[src/rtl/keypad_pkg.sv]
// Shared types and helpers for the 4x4 keypad scanner.
package keypad_pkg;

  localparam int NUM_ROWS = 4;
  localparam int NUM_COLS = 4;
  localparam logic [NUM_ROWS-1:0] ROWS_IDLE = 4'hF;

  typedef logic [3:0] key_code_t;

  typedef enum logic [1:0] {
    SCAN     = 2'd0,
    DEBOUNCE = 2'd1,
    HOLD     = 2'd2,
    RELEASE  = 2'd3
  } scan_state_t;

  // One-cold column drive for column index c.
  function automatic logic [NUM_COLS-1:0] col_drive(input logic [1:0] c);
    return ~(4'b0001 << c);
  endfunction

  // Lowest-index row pulled low; only meaningful when some row is low.
  function automatic logic [1:0] lowest_low_row(input logic [NUM_ROWS-1:0] r);
    logic [1:0] idx;
    idx = 2'd0;
    for (int i = NUM_ROWS - 1; i >= 0; i--) begin
      if (!r[i]) idx = 2'(i);
    end
    return idx;
  endfunction

endpackage

[src/rtl/keypad_scanner_if.sv]
// Key handoff between the scanner (master) and the key consumer (slave).
interface keypad_scanner_if;
  import keypad_pkg::*;

  key_code_t key_code_o;
  logic      key_valid_o;
  logic      key_ready_i;
  logic      key_held_o;

  modport master (
    output key_code_o,
    output key_valid_o,
    output key_held_o,
    input  key_ready_i
  );

  modport slave (
    input  key_code_o,
    input  key_valid_o,
    input  key_held_o,
    output key_ready_i
  );
endinterface

[src/rtl/keypad_row_sync.sv]
// Two-flop synchronizer for asynchronous keypad row inputs.
module keypad_row_sync #(
  parameter int               WIDTH     = 4,
  parameter logic [WIDTH-1:0] RESET_VAL = '1
) (
  input  logic             clk,
  input  logic             rst_n,
  input  logic [WIDTH-1:0] d,
  output logic [WIDTH-1:0] q
);

  logic [WIDTH-1:0] meta;

  always_ff @(posedge clk) begin
    if (!rst_n) begin
      meta <= RESET_VAL;
      q    <= RESET_VAL;
    end else begin
      meta <= d;
      q    <= meta;
    end
  end

endmodule

[src/rtl/keypad_scanner.sv]
// Column-driving 4x4 keypad scanner with press/release debounce and valid/ready key output.
// Optional row synchronizer enabled by defining KEYPAD_ROW_SYNC_EN.
//
// state    | meaning
// SCAN     | drive column c, sample rows at end of each SCAN_DIV period
// DEBOUNCE | column held, rows must match captured pattern for DEB_CYCLES
// HOLD     | key accepted, waiting for all rows to go high
// RELEASE  | rows high, must stay high for DEB_CYCLES before moving on
module keypad_scanner
  import keypad_pkg::*;
#(
  parameter int SCAN_DIV   = 1000,
  parameter int DEB_CYCLES = 10000
) (
  input  logic                clk,
  input  logic                rst_n,
  input  logic [NUM_ROWS-1:0] row_i,
  output logic [NUM_COLS-1:0] col_o,
  keypad_scanner_if.master    key_if
);

  localparam int DIV_W = $clog2(SCAN_DIV);
  localparam int DEB_W = $clog2(DEB_CYCLES + 1);
  localparam logic [DIV_W-1:0] DIV_LAST = DIV_W'(SCAN_DIV - 1);
  localparam logic [DEB_W-1:0] DEB_LAST = DEB_W'(DEB_CYCLES - 1);

  logic [NUM_ROWS-1:0] rows;

`ifdef KEYPAD_ROW_SYNC_EN
  keypad_row_sync #(
    .WIDTH     (NUM_ROWS),
    .RESET_VAL (ROWS_IDLE)
  ) u_row_sync (
    .clk   (clk),
    .rst_n (rst_n),
    .d     (row_i),
    .q     (rows)
  );
`else
  assign rows = row_i;
`endif

  scan_state_t         state;
  logic [1:0]          col;
  logic [DIV_W-1:0]    div;
  logic [DEB_W-1:0]    deb;
  logic [NUM_ROWS-1:0] pattern;
  key_code_t           key_code;
  logic                key_valid;
  logic                key_held;

  assign key_if.key_code_o  = key_code;
  assign key_if.key_valid_o = key_valid;
  assign key_if.key_held_o  = key_held;

  always_ff @(posedge clk) begin
    if (!rst_n) begin
      state     <= SCAN;
      col       <= 2'd0;
      col_o     <= 4'b1110;
      div       <= '0;
      deb       <= '0;
      pattern   <= ROWS_IDLE;
      key_code  <= '0;
      key_valid <= 1'b0;
      key_held  <= 1'b0;
    end else begin
      // A key accepted on the same edge overrides this clear below.
      if (key_valid && key_if.key_ready_i) key_valid <= 1'b0;

      case (state)
        SCAN: begin
          if (div == DIV_LAST) begin
            if (rows == ROWS_IDLE) begin
              col   <= col + 2'd1;
              col_o <= col_drive(col + 2'd1);
              div   <= '0;
            end else begin
              pattern <= rows;
              deb     <= '0;
              state   <= DEBOUNCE;
            end
          end else begin
            div <= div + 1'b1;
          end
        end

        DEBOUNCE: begin
          if (rows != pattern) begin
            div   <= '0;
            state <= SCAN;
          end else if (deb == DEB_LAST) begin
            key_code  <= {lowest_low_row(pattern), col};
            key_valid <= 1'b1;
            key_held  <= 1'b1;
            state     <= HOLD;
          end else begin
            deb <= deb + 1'b1;
          end
        end

        HOLD: begin
          if (rows == ROWS_IDLE) begin
            deb   <= '0;
            state <= RELEASE;
          end
        end

        RELEASE: begin
          if (rows != ROWS_IDLE) begin
            state <= HOLD;
          end else if (deb == DEB_LAST) begin
            key_held <= 1'b0;
            col      <= col + 2'd1;
            col_o    <= col_drive(col + 2'd1);
            div      <= '0;
            state    <= SCAN;
          end else begin
            deb <= deb + 1'b1;
          end
        end

        default: state <= SCAN;
      endcase
    end
  end

endmodule
[src/flat_wrapper.sv]
// flat-port wrapper written by rule: the top's interface ports become plain ports
module keypad_scanner_flat import keypad_pkg::*;
#(
  parameter int SCAN_DIV   = 1000,
  parameter int DEB_CYCLES = 10000
)
  (clk, rst_n, row_i, col_o, key_if_key_code_o, key_if_key_valid_o, key_if_key_held_o, key_if_key_ready_i);
  keypad_scanner_if key_if_i ();
  input  logic clk;
  input  logic rst_n;
  input  logic [NUM_ROWS-1:0] row_i;
  output logic [NUM_COLS-1:0] col_o;
  output wire logic [$bits(key_if_i.key_code_o)-1:0] key_if_key_code_o;
  output wire logic [$bits(key_if_i.key_valid_o)-1:0] key_if_key_valid_o;
  output wire logic [$bits(key_if_i.key_held_o)-1:0] key_if_key_held_o;
  input wire logic [$bits(key_if_i.key_ready_i)-1:0] key_if_key_ready_i;
  assign key_if_key_code_o = key_if_i.key_code_o;
  assign key_if_key_valid_o = key_if_i.key_valid_o;
  assign key_if_key_held_o = key_if_i.key_held_o;
  assign key_if_i.key_ready_i = key_if_key_ready_i;
  keypad_scanner #(.SCAN_DIV(SCAN_DIV), .DEB_CYCLES(DEB_CYCLES)) u_core (.clk(clk), .rst_n(rst_n), .row_i(row_i), .col_o(col_o), .key_if(key_if_i));
endmodule
[config.mk]
export PLATFORM = sky130hd
export DESIGN_NAME = keypad_scanner_flat
export DESIGN_NICKNAME = d
export VERILOG_FILES = /design/src/rtl/keypad_pkg.sv /design/src/rtl/keypad_scanner_if.sv /design/src/rtl/keypad_row_sync.sv /design/src/rtl/keypad_scanner.sv /design/src/flat_wrapper.sv
export SDC_FILE = /design/constraint.sdc
export NUM_CORES = 1
export LEC_CHECK = 0
export ABC_AREA = 0
export CORE_MARGIN = 2
export CORE_UTILIZATION = 35
export DETAILED_ROUTE_END_ITERATION = 7
export GPL_TIMING_DRIVEN = 1
export HOLD_SLACK_MARGIN = 0.1
export PLACE_DENSITY = 0.48
export SYNTH_ARGS = -nofsm -noshare
export SYNTH_HDL_FRONTEND = slang
export SYNTH_SLANG_ARGS = --single-unit
[constraint.sdc]
create_clock -name clk -period 2.4 [get_ports clk]
set_input_delay 0.48 -clock clk [delete_from_list [all_inputs] [get_ports clk]]
set_output_delay 0.48 -clock clk [all_outputs]
set_load 0.02 [all_outputs]
==> metrics.cfg, run 1 <==
[status]
status=finished, final reports clean

[layout]
final_nets=317
multi_input_area_um2=1360
syn2layout_area_growth_pct=19.1
fillers=633
antenna_cells=0
regArea_um2=841
drive_gt1_frac=0.125

[min_path]
holdCritPathClass=flop to flop
holdPathStages=2
min_to=u_core.col_o[0]
hold_path.startpoint=u_core.col_o[0]

[routing]
post_drt_wl_per_cell_um=15.2
avgViaCountPerCell=5.46
firstDrtPassIters=4
drt_wl_total_um=5830
drt_iter0_markers=103
vias=2085
drtAntennaViolNets=0
drc=0

[worst_setup_path]
cp-startpoint=u_core.div[3]
cp_slowest_cell=or4_4
reg2reg_from=u_core.div[3]
cp-start-kind=flop
reg2reg_slack_ns=0.26
cp_max_fo=7
critPathCaptureType=flop
crit_chain=or2_1 -> or4_4 -> o31ai_4 -> a21oi_2 -> buf_4 -> a221o_1
required_ns=2.58
worstSetupPathType=flop to flop
arrival_ns=2.32
reg2regPathDepth=6
rr_endpoint=u_core.deb[7]
cpPeakStageDelay_ns=0.54

[timing]
maxSlewHeadroom=0.594
hold_viol_final=0
setup_viol=0
rsz0062_at_grt=no
worst_slack_ns=0.261
max_freq_mhz=468
finClkSkew_ns=0.00962
period_share=0.891
period_minus_slack_ns=2.14
setup_tns_ns=0
whs_ns=0.469
drv_slew=0
worst_slew_pin_slew_ns=0.606

[synth]
yosysWarnings=0
yosys-top-cells-count=dfxtp_1, nand2_1, a21oi_1, o21ai_0, nor2_1
ys_types=52
syn_nets=290
synth_enable_flop_cells=0
syn_inst=277
seq_area_frac_synth=0.367
synth_top_area_cell=dfxtp_1
async_flop_share=0
synth.most_common_cell=dfxtp_1
ys_top_cells_by_area=dfxtp_1, nand2_1, mux2i_1, a21oi_1, o21ai_0
postSynthAreaPerCell_um2=8.28
netlist_area_um2=2290
ys.flop_type=dfxtp_1
synth_seq_cells=42
yosysTopAreaCellShare=0.367

[power_and_ir_drop]
p_leak_nw=1.04
power_density_nw_per_um2=465
vdd_drop_max_mv=0.248

[global_route]
grt_pass1_wl_um=9860
grt.total_usage=0.168
grt_pass1_vias=2010
antenna_found_initial=0
grt-ovfl-total=0
grt_max_degree=30

[clock_network]
insertion_delay_ns=0.30
cts_hold_buf=0
tritoncts=yes
cts-root-buf=clkbuf_8
ctsResizeCount=0
clock-sinks=42
postCtsSetupRepairBufs=0
numCtsBuffers=5
clk_pin_slew_ns=0.08
cts.path.max_buffers=2
cts-htree-levels=2

[floorplanning]
core_um2=6350
rows=29
num_io_pins=17
start_util=0.361
die-area_um2=7210
die_y_um=84.9
die_x_um=84.9

[place]
preCtsSetupSlack_ns=-0.0430
io_buffers=16
gp_congestion=0.778
place_hpwl_um=4190

[job]
drv_cap=0

[worst max-delay path: cells and delay by family, from the launching register on]
family,cells,cell delay (ns)
simple gates,2,0.82
compound gates,3,0.67
flops,1,0.37
buf+inv,1,0.16
[layout by cell type (no fill, tap or decap), types with 2 or more instances in the layout]
| cell type | n |
|---|---|
| mux2_2 | 3 |
| o211a_1 | 2 |
| clkbuf_8 | 6 |
| ha_1 | 6 |
| clkdlybuf4s50_1 | 16 |
| nand4_1 | 7 |
| a31oi_1 | 11 |
| mux2i_1 | 9 |
| nor3_1 | 9 |
| nor4_1 | 3 |
| o21ai_0 | 16 |
| and2_1 | 3 |
| nor3b_1 | 2 |
| xnor2_1 | 4 |
| and3_1 | 9 |
| nand2_1 | 38 |
| a21oi_1 | 16 |
| o311ai_1 | 2 |
| nand2b_1 | 7 |
| and3_2 | 2 |
| and4_1 | 4 |
| dfxtp_1 | 42 |
| buf_4 | 16 |
| nand3_1 | 13 |
| o211ai_1 | 3 |
| inv_1 | 10 |
| a221o_1 | 4 |
| nor2_1 | 14 |
| a31o_2 | 2 |
[registers in the layout (all words and copies together), names as in the netlist]
register / flops
u_core.col: 2
u_core.col_o: 4
u_core.deb: 14
u_core.div: 10
u_core.key_if.key_code_o: 4
u_core.key_if.key_held_o: 1
u_core.key_if.key_valid_o: 1
u_core.pattern: 4
u_core.state: 2
[logic make-up after synthesis]
logic type	synth area share
simple gates	0.260
compound gates	0.229
flops	0.367
buf+inv	0.0382
mux	0.0540
fa+ha+maj	0.0328
xor+xnor	0.0191
[report_power, final]
group	switching [mW]	internal, mW
logic	0.0401	0.0316
clock network	0.253	0.233
registers	0.00843	0.704
[cell type report]
type,count,area share
Multi-Input combinational cell,212,0.500
Clock inverter,1,0.00183
Clock buffer,7,0.0316
Inverter,10,0.0137
Sequential cell,42,0.308
Timing Repair Buffer,33,0.110
Tap cell,77,0.0353
[metrics by stage]
step,cell area [um^2],std cells,utilization,total power [mW]
3_3_place_gp,2640,374,0.416,0.800
6_report,2730,382,0.430,1.27
4_1_cts,2730,382,0.430,1.29
3_5_place_dp,2640,374,0.416,0.800
2_1_floorplan,2290,277,-,0.765
5_1_grt,2730,382,0.430,1.32
[metal layers]
| layer | routed length, um | up-vias | GRT usage |
|---|---|---|---|
| met5 | 0 | - | 0 |
| met4 | 55 | 0 | 0.0462 |
| met3 | 232 | 6 | 0.0292 |
| met2 | 2690 | 38 | 0.274 |
| met1 | 2850 | 965 | 0.230 |
| li1 | - | 1076 | - |
[how the worst max path moves through the flow]
stage	slack, ns	depth (start not counted)	to
CTS	0.25	7	u_core.deb[7]
finish	0.26	6	u_core.deb[7]
detailed placement	-0.04	6	u_core.div[7]
global placement	0.0007	6	u_core.deb[12]
floorplan	0.46	5	u_core.deb[12]
global route	0.02	6	u_core.deb[12]
(Power assumes the default switching activity.)
==> run 2, diff against run 1 <==
--- a/config.mk
+++ b/config.mk
@@ -12,6 +12,7 @@
 export GPL_TIMING_DRIVEN = 1
 export HOLD_SLACK_MARGIN = 0.1
 export PLACE_DENSITY = 0.48
+export SETUP_SLACK_MARGIN = 0.3
 export SYNTH_ARGS = -nofsm -noshare
 export SYNTH_HDL_FRONTEND = slang
 export SYNTH_SLANG_ARGS = --single-unit
==> run 2 against run 1 <==
Combinational power up 23%. Maximum frequency up 2.9%. Largest power group unchanged. Global-route usage up 0.061 points. Register-to-register slack better by 0.06 ns. Highest routed layer unchanged. Worst setup slack better by 0.060 ns. Critical path depth unchanged. Critical path type unchanged. Largest cell class unchanged. Hold slack worse by 0.00098 ns. Wire length up 2.3%. Via count up 3.2%. Total power up 1.4%. Clock-buffer cell count unchanged.
==> metrics.cfg, run 2 (same netlist as run 1, synthesis figures left out) <==
[layout]
final_cell_mix=nand2_1, dfxtp_1, buf_4
drive_gt1_frac=0.206  ; +0.0811
layout_commonest_cell=nand2_1
fin_cells=393  ; +2.9%
antenna_cells=0  ; unchanged
final_util=0.454  ; +0.0242
largest_reg_flops=14  ; unchanged
top_regs=u_core.deb x14, u_core.div x10
fin_area_um2=2880  ; +5.6%
syn2layout_area_growth_pct=25.8
final_nets=328  ; +3.5%
largest-register=u_core.deb

[place]
preCtsSetupSlack_ns=-0.0430  ; unchanged
gp_congestion=0.778  ; unchanged
dpl.cell_count=374  ; unchanged
placed_area_um2=2640  ; unchanged
io_buffers=16  ; unchanged
place_hpwl_um=4190  ; unchanged

[routing]
drt_iter0_markers=95  ; -7.8%
drt_wl_total_um=5960  ; +2.3%
drc=0  ; unchanged
firstDrtPassIters=4  ; unchanged
avgViaCountPerCell=5.47  ; +0.28%
vias=2151  ; +3.2%
post_drt_wl_per_cell_um=15.2  ; -0.56%
drtAntennaViolNets=0  ; unchanged

[floorplanning]
die-area_um2=7210  ; unchanged
start_util=0.361  ; unchanged
rows=29  ; unchanged
num_io_pins=17  ; unchanged
die_y_um=84.9  ; unchanged
die_x_um=84.9  ; unchanged
core_um2=6350  ; unchanged

[global_route]
grt_pass1_wl_um=9890  ; +0.34%
use_met2=0.274  ; unchanged
grt_max_degree=30  ; unchanged
grt_use_met3=0.0292  ; unchanged
antenna_found_initial=0  ; unchanged
grt.total_usage=0.169  ; +0.000609
grt_pass1_vias=2013  ; +0.15%
grt-ovfl-total=0  ; unchanged
grt_use_met1=0.232  ; +0.00180
gr-max-usage-layer=met2

[power_and_ir_drop]
power_density_nw_per_um2=446  ; -4.0%
p_leak_nw=1.13  ; +9.4%
vdd_drop_max_mv=0.249  ; +0.35%
power_mw=1.29  ; +1.4%

[worst_setup_path]
cpPeakStageDelay_ns=0.53  ; about the same
required_ns=2.58  ; about the same
reg2reg_from=u_core.div[4]
worstSetupPathType=flop to flop
critPathCaptureType=flop
cp_slowest_cell=or4_4
path_depth=6  ; unchanged
cp-start-kind=flop
arrival_ns=2.26  ; -0.06 ns
reg2regPathDepth=6  ; unchanged
cp_max_fo=6  ; -1
reg2reg_slack_ns=0.32  ; +0.06 ns
crit_family=simple AND/OR/NAND/NOR gates
crit_chain=or2_4 -> or4_4 -> o31ai_4 -> a21oi_2 -> buf_6 -> a221o_1
rr_endpoint=u_core.deb[13]
path_buf_inv=1  ; unchanged

[clock_network]
clk_pin_slew_ns=0.08  ; about the same
insertion_delay_ns=0.30  ; about the same
cts-root-buf=clkbuf_8
cts-htree-levels=2  ; unchanged
tritoncts=yes
cts.path.max_buffers=2  ; unchanged
numCtsBuffers=5  ; unchanged
clock-sinks=42  ; unchanged

[timing]
whs_ns=0.468  ; -0.000976 ns
setup_tns_ns=0  ; unchanged
max_freq_mhz=481  ; +2.9%
period_share=0.866  ; -0.0251
setup_viol=0  ; unchanged
rsz0062_at_grt=no
finClkSkew_ns=0.0101  ; +0.000488 ns
period_minus_slack_ns=2.08  ; -0.0602 ns
maxSlewHeadroom=0.592  ; -0.00245
worst_slew_pin_slew_ns=0.610  ; +0.00367 ns
drv_slew=0  ; unchanged
hold_viol_final=0  ; unchanged
worst_slack_ns=0.321  ; +0.0602 ns

[min_path]
min_to=u_core.col_o[0]
holdPathStages=2  ; unchanged
holdCritPathClass=flop to flop
hold_path.startpoint=u_core.col_o[0]

[status]
status=finished, final reports clean

[job]
drv_cap=0  ; unchanged

## run 2: cell count changes in the layout (fill, tap and decap cells not counted), sizes merged
cell           delta
dlymetal6s2s      +4
buf              +11
clkdlybuf4s50     -4
## run 2: cell type report
type                       instances  area [um^2]
sequential                        42          853
tap                               77         96.3
inverter                          10         37.5
clock buffer                       7         86.3
multi-input combinational        212         1410
timing repair buffer              44          397
fill                             608         3470
clock inverter                     1         5.00
## run 2: worst reg2reg max path: cells and delay by family (launching register included)
family	cells	cell delay, ns
AO/OA/AOI/OAI	3	0.68
buffers and inverters	1	0.14
flip-flops	1	0.36
AND/OR/NAND/NOR	2	0.78
## run 2: how the worst max path moves through the flow
stage,start,to,slack (ns)
detailed placement,row_i[2],u_core.div[7],-0.04
floorplan,u_core.div[3],u_core.deb[12],0.46
CTS,u_core.deb[7],u_core.col_o[2],0.31
global route,u_core.div[4],u_core.deb[13],0.28
global placement,row_i[2],u_core.deb[12],0.0007
finish,u_core.div[4],u_core.deb[13],0.32
## run 2: report_power, final
part / total [mW] / internal (mW) / switching [mW]
combinational: 0.0879 / 0.0436 / 0.0443
clock: 0.486 / 0.233 / 0.253
sequential: 0.714 / 0.704 / 0.00908
total: 1.29 / 0.981 / 0.307
## run 2: layer usage
layer,vias up,routed length [um]
li1,1098,-
met1,1002,2970
met2,42,2770
met3,9,155
met4,0,64
met5,-,0
## run 2: timing repair
item | in CTS | in global routing
hold buffers | 0 | 0
buffers inserted | 3 | 8
endpoints found under the setup margin | 13 | 29
pin swaps | 5 | 13
gates resized for setup | 7 | 21
==> run 3, diff against run 2 <==
--- a/config.mk
+++ b/config.mk
@@ -7,11 +7,11 @@
 export LEC_CHECK = 0
 export ABC_AREA = 0
 export CORE_MARGIN = 2
-export CORE_UTILIZATION = 35
+export CORE_UTILIZATION = 58
 export DETAILED_ROUTE_END_ITERATION = 7
 export GPL_TIMING_DRIVEN = 1
 export HOLD_SLACK_MARGIN = 0.1
-export PLACE_DENSITY = 0.48
+export PLACE_DENSITY = 0.75
 export SETUP_SLACK_MARGIN = 0.3
 export SYNTH_ARGS = -nofsm -noshare
 export SYNTH_HDL_FRONTEND = slang
==> run 3 against run 2 <==
Final cell count fell by 8.7%. Highest routed layer unchanged. Clock-buffer cell count did not move. Critical endpoint is now u_core.deb[11]. Maximum frequency rose by 1.9%. Global-route usage rose by 9.5 points. Combinational power fell by 9.1%. First-iteration DRC count rose by 58%.
==> metrics.cfg, run 3 (same netlist as run 1, synthesis figures left out) <==
[power_and_ir_drop]
p_leak_nw=1.08  ; -4.8%
vdd_drop_max_mv=0.312  ; +25%
p_comb_frac=0.063  ; -0.005
clkPwrFrac=0.371  ; -0.007
power_mw=1.26  ; -1.8%
internal_power_mw=0.976  ; -0.46%
power_density_nw_per_um2=458  ; +2.6%
seq_power_share=0.566  ; +0.012
swShare=0.228  ; -0.0107
switchingPower_mw=0.288  ; -6.3%

[min_path]
min_to=u_core.col_o[0]
hold_path.startpoint=u_core.col_o[0]
holdPathStages=2  ; unchanged
holdCritPathClass=flop to flop

[timing]
setup_viol=0  ; unchanged
hold_viol_final=0  ; unchanged
worst_slew_pin_slew_ns=0.601  ; -0.00811 ns
period_share=0.850  ; -0.0158
rsz0062_at_grt=yes
maxSlewHeadroom=0.597  ; +0.00543
finClkSkew_ns=0.00381  ; -0.00629 ns
drv_slew=0  ; unchanged
worst_slack_ns=0.359  ; +0.0380 ns
max_freq_mhz=490  ; +1.9%
whs_ns=0.472  ; +0.00361 ns
period_minus_slack_ns=2.04  ; -0.0380 ns

[global_route]
grt_pass1_vias=1968  ; -2.2%
grt_pass1_wl_um=8970  ; -9.3%
grt.total_usage=0.264  ; +0.0955
antenna_found_initial=0  ; unchanged
grt-ovfl-total=0  ; unchanged
grt_max_degree=23  ; -23%

[clock_network]
clock-sinks=42  ; unchanged
cts-htree-levels=2  ; unchanged
numCtsBuffers=5  ; unchanged
insertion_delay_ns=0.29  ; about the same
cts-root-buf=clkbuf_8
clk_pin_slew_ns=0.08  ; about the same
tritoncts=yes
cts.path.max_buffers=2  ; unchanged

[place]
place_hpwl_um=3910  ; -6.6%
placed_area_um2=2610  ; -1.3%
gp_congestion=0.905  ; +16%
io_buffers=16  ; unchanged
preCtsSetupSlack_ns=-0.0396  ; +0.00343 ns

[routing]
vias=2173  ; +1.0%
drc=0  ; unchanged
drt_iter0_markers=150  ; +58%
drt_wl_total_um=5470  ; -8.3%
post_drt_wl_per_cell_um=15.2  ; +0.41%
avgViaCountPerCell=6.05  ; +11%
firstDrtPassIters=5  ; +1
drtAntennaViolNets=0  ; unchanged

[worst_setup_path]
worstSetupPathType=flop to flop
crit_family=simple AND/OR/NAND/NOR gates
critPathCaptureType=flop
rr_endpoint=u_core.deb[11]
required_ns=2.58  ; about the same
reg2reg_from=u_core.div[3]
crit_chain=or2_4 -> or4_4 -> o31ai_4 -> a21oi_2 -> buf_6 -> a221o_1
arrival_ns=2.22  ; -0.04 ns
path_buf_inv=1  ; unchanged
reg2reg_slack_ns=0.36  ; +0.04 ns
cp_max_fo=6  ; unchanged
cpPeakStageDelay_ns=0.52  ; about the same
cp-start-kind=flop
cp_slowest_cell=or4_4
reg2regPathDepth=6  ; unchanged

[floorplanning]
die_x_um=66.9  ; -21%
die-area_um2=4470  ; -38%
die_y_um=66.9  ; -21%
core_um2=3740  ; -41%
start_util=0.612  ; +0.251
num_io_pins=17  ; unchanged
rows=22  ; -24%

[layout]
fillers=304  ; -50%
layout_commonest_cell=nand2_1
final_cell_mix=nand2_1, dfxtp_1, buf_4
multi_input_area_um2=1390  ; -1.4%
drive_gt1_frac=0.174  ; -0.0321
antenna_cells=0  ; unchanged
final_nets=323  ; -1.5%
top_regs=u_core.deb x14, u_core.div x10
largest-register=u_core.deb
largest_reg_flops=14  ; unchanged
syn2layout_area_growth_pct=20.4
final_util=0.737  ; +0.283
regArea_um2=850  ; -0.44%
fin_area_um2=2760  ; -4.3%

[status]
status=finished, final reports clean

[job]
drv_cap=0  ; unchanged

[run 3: layer usage]
metal / wire (um) / vias up / GRT usage
met5: 0 / - / 0
met4: 63 / 0 / 0.112
met3: 304 / 5 / 0.0507
met2: 2580 / 61 / 0.424
met1: 2520 / 1015 / 0.346
li1: - / 1092 / -
[run 3: cell type report]
class / count / share of cell area
inverter: 10 / 0.0136
sequential: 42 / 0.308
multi-input combinational: 212 / 0.503
clock buffer: 7 / 0.0313
clock inverter: 1 / 0.00181
timing repair buffer: 39 / 0.120
tap: 48 / 0.0218
[run 3: how the worst max path moves through the flow]
stage / start / to / slack [ns] / depth (start not counted)
6_report: u_core.div[3] / u_core.deb[11] / 0.36 / 6
2_1_floorplan: u_core.div[3] / u_core.deb[12] / 0.46 / 5
5_1_grt: u_core.div[3] / u_core.deb[12] / 0.29 / 5
3_5_place_dp: row_i[3] / u_core.key_if.key_code_o[0] / -0.04 / 8
4_1_cts: u_core.div[1] / u_core.deb[11] / 0.32 / 7
3_3_place_gp: row_i[2] / u_core.deb[11] / 0.009 / 7
[run 3: worst min-delay path: stages, from the launching register on]
cell and delay [ns]:
dfxtp_1 0.32, nand2_1 0.05, mux2i_1 0.05
[run 3: power by group through the flow]
stage | Combinational, mW | Clock (mW) | Sequential, mW
finish | 0.0799 | 0.469 | 0.715
global route | 0.0878 | 0.510 | 0.716
CTS | 0.0685 | 0.483 | 0.713
detailed placement | 0.0701 | 0 | 0.728
global placement | 0.0686 | 0 | 0.728
floorplan | 0.0391 | 0 | 0.726
[run 3: stage by stage]
| step | setup TNS [ns] | instances |
|---|---|---|
| after detailed placement | -0.0976 | 347 |
| after global placement | 0 | 347 |
| after floorplan | 0 | 277 |
| after global routing | 0 | 359 |
| after CTS | 0 | 355 |
| final | 0 | 359 |
[run 3: timing repair]
item | in CTS | in global routing
setup endpoints to repair | 8 | 15
hold buffers | 0 | 0
pin swaps | 2 | 3
buffers inserted | 0 | 4
gates resized for setup | 8 | 9
